$ cat config.mk
export PLATFORM = sky130hd
export DESIGN_NAME = data_mem_param
export DESIGN_NICKNAME = d
export VERILOG_FILES = /design/src/rtl/data_mem_param.sv
export SDC_FILE = /design/constraint.sdc
export NUM_CORES = 1
export LEC_CHECK = 0
export BUFFER_PORTS_ARGS = -buffer_cell sky130_fd_sc_hd__buf_4
export CAP_MARGIN = 30
export CORE_MARGIN = 2
export CORE_UTILIZATION = 30
export CTS_BUF_LIST = sky130_fd_sc_hd__clkbuf_4 sky130_fd_sc_hd__clkbuf_8
export DETAILED_ROUTE_END_ITERATION = 7
export PLACE_DENSITY = 0.54
export SYNTH_ARGS = -nofsm -noshare
export SYNTH_HDL_FRONTEND = slang
export SYNTH_SLANG_ARGS = --single-unit
$ cat constraint.sdc
create_clock -name clk -period 2.87 [get_ports clk]
set_clock_uncertainty 0.15 [all_clocks]
set_input_delay 0.4305 -clock clk [delete_from_list [all_inputs] [get_ports clk]]
set_output_delay 0.4305 -clock clk [all_outputs]
set_load 0.1 [all_outputs]
$ cat src/rtl/data_mem_param.sv
// data_mem_param: parametrised synchronous data memory with byte enables,
// registered read plus valid strobe, write-first collisions, out-of-range
// flag and a post-reset sweep that loads INIT_VAL into every word.
module data_mem_param #(
    parameter int unsigned          DATA_W   = 16,
    parameter int unsigned          ADDR_W   = 3,
    parameter int unsigned          DEPTH    = 8,
    parameter logic [DATA_W-1:0]    INIT_VAL = '0
) (
    input  logic                  clk,
    input  logic                  rst,
    input  logic                  sig_mem_write,
    input  logic                  sig_mem_read,
    input  logic [ADDR_W-1:0]     addr,
    input  logic [DATA_W/8-1:0]   byte_en,
    input  logic [DATA_W-1:0]     write_data,
    output logic [DATA_W-1:0]     read_data_out,
    output logic                  read_valid,
    output logic                  addr_err,
    output logic                  busy
);

    localparam int unsigned NB    = DATA_W / 8;
    localparam int unsigned IDX_W = (DEPTH > 1) ? $clog2(DEPTH) : 1;
    localparam int unsigned CMP_W = ADDR_W + 1;
    localparam logic [CMP_W-1:0] DEPTH_C  = CMP_W'(DEPTH);
    localparam logic [IDX_W-1:0] LAST_IDX = IDX_W'(DEPTH - 1);

    typedef enum logic {
        S_INIT,
        S_READY
    } state_t;

    state_t              r_state;
    state_t              w_state_nxt;
    logic [IDX_W-1:0]    r_cnt;
    logic [IDX_W-1:0]    w_cnt_nxt;
    logic [DATA_W-1:0]   r_mem [DEPTH];

    logic [DATA_W-1:0]   r_rd_data;
    logic                r_rd_valid;
    logic                r_addr_err;
    logic                r_busy;

    logic [DATA_W-1:0]   w_rd_data_nxt;
    logic                w_rd_valid_nxt;
    logic                w_addr_err_nxt;
    logic                w_busy_nxt;

    logic                w_in_range;
    logic [IDX_W-1:0]    w_idx;
    logic [DATA_W-1:0]   w_old;
    logic [DATA_W-1:0]   w_merged;

    logic                w_mem_we;
    logic [IDX_W-1:0]    w_mem_idx;
    logic [DATA_W-1:0]   w_mem_wdata;

    // Address decode; the extra MSB keeps the unsigned compare exact when DEPTH == 2**ADDR_W
    assign w_in_range = ({1'b0, addr} < DEPTH_C);
    assign w_idx      = IDX_W'(addr);
    assign w_old      = r_mem[w_idx];

    // Byte-lane merge of store data over the current word (also the write-first read value)
    always_comb begin
        w_merged = w_old;
        for (int k = 0; k < NB; k++) begin
            if (byte_en[k]) begin
                w_merged[8*k +: 8] = write_data[8*k +: 8];
            end
        end
    end

    // Next-state, output and array-port decode
    always_comb begin
        w_state_nxt    = r_state;
        w_cnt_nxt      = r_cnt;
        w_busy_nxt     = 1'b0;
        w_rd_valid_nxt = 1'b0;
        w_addr_err_nxt = 1'b0;
        w_rd_data_nxt  = r_rd_data;
        w_mem_we       = 1'b0;
        w_mem_idx      = w_idx;
        w_mem_wdata    = w_merged;

        if (!rst) begin
            case (r_state)
                S_INIT: begin
                    w_mem_we    = 1'b1;
                    w_mem_idx   = r_cnt;
                    w_mem_wdata = INIT_VAL;
                    w_cnt_nxt   = r_cnt + IDX_W'(1);
                    w_busy_nxt  = 1'b1;
                    if (r_cnt == LAST_IDX) begin
                        w_state_nxt = S_READY;
                        w_busy_nxt  = 1'b0;
                    end
                end
                S_READY: begin
                    if (sig_mem_write || sig_mem_read) begin
                        if (w_in_range) begin
                            w_mem_we = sig_mem_write;
                            if (sig_mem_read) begin
                                w_rd_data_nxt  = sig_mem_write ? w_merged : w_old;
                                w_rd_valid_nxt = 1'b1;
                            end
                        end else begin
                            w_addr_err_nxt = 1'b1;
                        end
                    end
                end
                default: begin
                    w_state_nxt = S_INIT;
                    w_cnt_nxt   = '0;
                    w_busy_nxt  = 1'b1;
                end
            endcase
        end
    end

    // State and registered outputs with synchronous reset
    always_ff @(posedge clk) begin
        if (rst) begin
            r_state    <= S_INIT;
            r_cnt      <= '0;
            r_rd_data  <= '0;
            r_rd_valid <= 1'b0;
            r_addr_err <= 1'b0;
            r_busy     <= 1'b1;
        end else begin
            r_state    <= w_state_nxt;
            r_cnt      <= w_cnt_nxt;
            r_rd_data  <= w_rd_data_nxt;
            r_rd_valid <= w_rd_valid_nxt;
            r_addr_err <= w_addr_err_nxt;
            r_busy     <= w_busy_nxt;
        end
    end

    // Storage array; untouched while rst is high
    always_ff @(posedge clk) begin
        if (w_mem_we) begin
            r_mem[w_mem_idx] <= w_mem_wdata;
        end
    end

    assign read_data_out = r_rd_data;
    assign read_valid    = r_rd_valid;
    assign addr_err      = r_addr_err;
    assign busy          = r_busy;

endmodule

**Yosys cells after proc, flatten, opt, wreduce, memory -nomap -nowiden**

Memory sizes are Yosys's and may differ from the RTL's.
Index checks and enable logic that the tools add are counted.

- Memories kept: 1
- Register bits after elaboration: 22
- RAM bits: 128
- Bits of input ports: 25

- Bitwise operators: 2
- Mux-type cells: 17
- Add/sub/neg operators: 1
- Eq/ne operators: 1
- Reductions and logical operators: 3

Memory list:

| memory | words | width | read ports | clocked after memory_dff | write ports | RTL line | RTL |
|---|---|---|---|---|---|---|---|
| r_mem | 8 | 16 | 1 | 0 | 1 | 38 | `logic [DATA_W-1:0] r_mem [DEPTH];` |

Operator list:

| cell | number |
|---|---|
| $mux W16 | 3 |
| $mux W8 | 2 |
| $mux W1 | 9 |
| $mux W3 | 2 |
| $add A3 B1 Y3 const B | 1 |
| $eq A3 B3 Y1 const B | 1 |
| $reduce_and A3 Y1 | 1 |
| $reduce_or A3 Y1 | 1 |
| $not A1 Y1 | 2 |
| $pmux W1 S2 | 1 |
| $logic_or A1 B1 Y1 | 1 |

**Longest topological paths before layout**

- Word-level depth: 6
- Mapped depth: 5
- Depth with buffers taken out: 5

**Least setup slack after synthesis**

OpenSTA, ideal clock, no wires.

- Path kind: input -> register
- Start: in addr[0]
- End: mem r_mem[0][0], enable pin
- Stages on the path: 5
- Path slack: 605 ps
- Data required time: 2332 ps
- Arrival: 1727 ps
- Path buffers: 2
- Library setup time: 388 ps
- Cells stage by stage: buf_6 > buf_8 > and3b_1 > o21bai_1 > nor2_1

- Longest elaborated chain between the ends: 2

RTL lines:

| element | RTL line | RTL |
|---|---|---|
| start, declared | 14 | `input logic [ADDR_W-1:0] addr,` |
| $mux W3 | 87 | `case (r_state)` |
| $mux W3 (*) | 86 | `if (!rst) begin` |
| end, declared | 38 |  |

Mark *: on every way between the ends. The rest lies on a longest branch, timed or not.

**Worst setup path after layout**

- Start: reg r_state
- End: mem r_mem[0][9], enable pin

- Longest elaborated chain between the ends: 5
- Elaborated cells between the ends (all ways): 7
- Classes of those cells: mux (6); bitwise (1)

RTL lines:

| element | RTL line | RTL |
|---|---|---|
| start, declared | 34 | `state_t r_state;` |
| start signal, assigned | 131 | `r_state <= w_state_nxt;` |
| $not A1 Y1 | -- |  |
| $pmux W1 S2 | 87 |  |
| $mux W1 | 86 |  |
| $mux W1 | 142 | `if (w_mem_we) begin` |
| $mux W1 (not written as such) | 143 | `r_mem[w_mem_idx] <= w_mem_wdata;` |

Several ways; a longest one is shown, not always the timed one.

==> out/qor.txt <==
outcome: finished clean
Compound-Gate Fraction of Synth Area: 0.0445
H-tree Lvls: 4
WHS: 0.158 ns
beginning of the critical path: r_state$_SDFF_PP0_
Data arrival, critical path: 2.26 ns
Post-Synth Simple-Gate Area: 0.0463
synthesized area per cell: 17.7 um2
largest net degree at the start of global routing: 25
Mapped Nets: 372
crit-path cells: and3b_1 > o21bai_1 > nor2_1 > buf_4
CP max FO: 11
Synth Register Bits: 150
Nets: 431
diode count: 0
dpl hpwl: 8.53 mm
Post-Route WL: 14.0 mm
antenna violations before repair: 0
io pins: 44
Num CTS Buffers: 17
clk buf depth: 2
clock sinks: 150
Cell Area, Synth: 0.00610 mm2
Post-Synth Adder-Cell Area: 0.00410
Gate Count Post-Synth: 345
Initial Util: 0.304
P_int: 3790 uW
Net Sw Power: 970 uW
Sw Ratio: 0.204
Antenna Nets Post-Route: 0
Max-cap violations: 0
HP Class: in2reg
CTS tree: yes
Netlist cell types: 35
via count: 3442
# Post-CTS Setup Buffers: 0
Reg2Reg Depth: 4
Metal-1 WL: 6.05 mm
RD Place Congestion: 0.723
vias per cell: 5.01
Detailed Route Iter0 Violations: 317
Synth Warn #: 0
Comb pwr share: 0.072
final max-slew violation count: 0
final instance area: 0.00725 mm2
DR DRC count: 0
Setup violations, final: 0
fin crit period: 2.28 ns
Slew HR: 0.518
num rows: 52
PortBufs: 42
Worst-path clk slew: 0.08 ns
DRT Pass-1 Iters: 6
Worst path max stage delay: 0.59 ns
Avg WL per Cell: 20.4 um
Hold Fails Final Rpt: 0
first-pass GRT wire length: 21.2 mm
buffers and inverters on the worst path: 1
largest family of logic cells by synthesized area: multiplexers
vias in the first global route: 3583
layout cells sized above 1: 0.295
metal3 WL: 708 um
wire length on met2: 6.78 mm
core area: 0.0201 mm2
CP max stage cell: nor2_1
post-synthesis xor/xnor area fraction: 0.00143
Fmax achieved: 0.439 GHz
post-synthesis mux area share: 0.175
Power Dens Cells: 656 mW/mm2
Die Span Y: 147 um
final core utilization: 0.361
Die ar.: 0.0215 mm2
RSZ-0062 raised after global routing: no
WP data required: 2.86 ns
Reg power frac: 0.519
Leakage: 0.00267 uW
Root Buffer: clkbuf_8
global route overflow: 0
maximum vdd drop: 291 uV
Overall Power: 4760 uW
setup TNS: 0 ns
Crit. End Element: register
Placed Area: 0.00676 mm2
total track usage: 0.134
Stages on worst setup path: 4
Skew-Pair Late Insertion Delay: 0.44 ns
crit path kind: reg2reg
area grow syn2layout: 18.8%
crit path to: r_mem[0][9]$_DFFE_PP_
cells resized by post-CTS repair: 0
reg2reg end: r_mem[0][9]$_DFFE_PP_
crit start category: register
Final period util: 0.793
Top Metal Used: met4
CTS Hold Bufs: 0
Reg-to-Reg Start: r_state$_SDFF_PP0_
Die W: 147 um
Clock power frac: 0.409
Top delay family on crit path: simple AND/OR/NAND/NOR gates
register area share after synthesis: 0.702
Worst-Margin Slew: 0.721 ns
Worst R2R Setup Slack: 0.59 ns
[cells in the mapped netlist (all sizes together)]
master	count	area share
a21oi	1	0.00082
ha	2	0.0041
nand3	1	0.00082
and3	16	0.016
nor4b	2	0.0029
nor2	15	0.0092
or2	2	0.0021
conb	1	0.00061
nand2	17	0.010
nand2b	2	0.0020
and3b	1	0.0014
o22ai	31	0.032
nor4	1	0.0010
inv	4	0.0025
edfxtp	128	0.63
a31oi	4	0.0041
mux4	32	0.12
dfxtp	22	0.072
clkbuf	7	0.0043
o21ai	1	0.00082
a21o	1	0.0012
o211a	1	0.0016
a211o	2	0.0029
xor2	1	0.0014
mux2i	34	0.056
buf	15	0.019
o21bai	1	0.0012
[routing by layer]
metal	vias to the layer above	track usage
met3	34	0.0344
met4	0	0.0646
met5	-	0
li1	1514	-
met2	110	0.215
met1	1784	0.170
[stage by stage]
step	instances	setup WS, ns
global route	687	0.400
detailed placement	655	0.271
floorplan	345	0.605
CTS	687	0.560
finish	687	0.594
global placement	655	0.302
[worst register-to-register path, stage by stage (launching register included)]
cell and delay, ns:
dfxtp_1 0.57, and3b_1 0.22, o21bai_1 0.11, nor2_1 0.59
buf_4 0.33
[power groups by stage]
stage / Sequential (uW) / Combinational (uW) / Clock, uW
2_1_floorplan: 2510 / 224 / 0
3_3_place_gp: 2510 / 339 / 0
3_5_place_dp: 2520 / 346 / 0
4_1_cts: 2470 / 347 / 1980
5_1_grt: 2470 / 371 / 2060
6_report: 2470 / 344 / 1940
[worst min path at each step]
stage / from / end / slack [ns] / cells after the start
final: rst / r_cnt[0]$_SDFFE_PP0N_ / 0.16 / 2
after global routing: rst / r_cnt[0]$_SDFFE_PP0N_ / 0.14 / 2
after CTS: rst / r_cnt[2]$_SDFFE_PP0N_ / 0.13 / 2
after detailed placement: read_data_out[3]$_SDFFE_PP0P_ / read_data_out[3]$_SDFFE_PP0P_ / 0.39 / 2
after global placement: read_data_out[3]$_SDFFE_PP0P_ / read_data_out[3]$_SDFFE_PP0P_ / 0.38 / 2
after floorplan: r_cnt[0]$_SDFFE_PP0N_ / r_cnt[0]$_SDFFE_PP0N_ / 0.38 / 2
[cell type report]
type	instances	area, um2
clock buffers	22	290
clock inverters	10	199
fillers	1878	12900
inverters	4	15.0
multi-input cells	169	1660
flip-flops and latches	150	4280
well taps	270	338
repair buffers	62	465
[cell usage in the layout, fill, tap and decap left out, types with 2 or more instances in the layout]
cell type / count
edfxtp_1: 128
mux2i_1: 34
bufinv_16: 6
nor4b_1: 2
ha_1: 2
mux4_1: 2
a31oi_1: 4
clkbuf_8: 20
buf_4: 62
nor2_1: 15
inv_1: 3
clkinv_1: 3
a211o_1: 2
mux4_2: 30
nand2b_1: 2
clkbuf_4: 2
o22ai_1: 31
and3_1: 16
dfxtp_1: 22
nand2_1: 17
[kinds of logic after synthesis]
group / after synthesis
DFF: 150
muxes: 66
other: 1
adders and majority gates: 2
AOI/OAI and AO/OA: 42
and+or+nand+nor: 57
buffers and inverters: 26
xor gates and xnor gates: 1
[flip-flops by register name, summed over array words and instances, names as in the netlist]
name / cells
r_mem: 128
read_data_out: 16
r_cnt: 3
busy: 1
r_state: 1
read_valid: 1
Note: power is estimated with default switching activity, not from simulation.
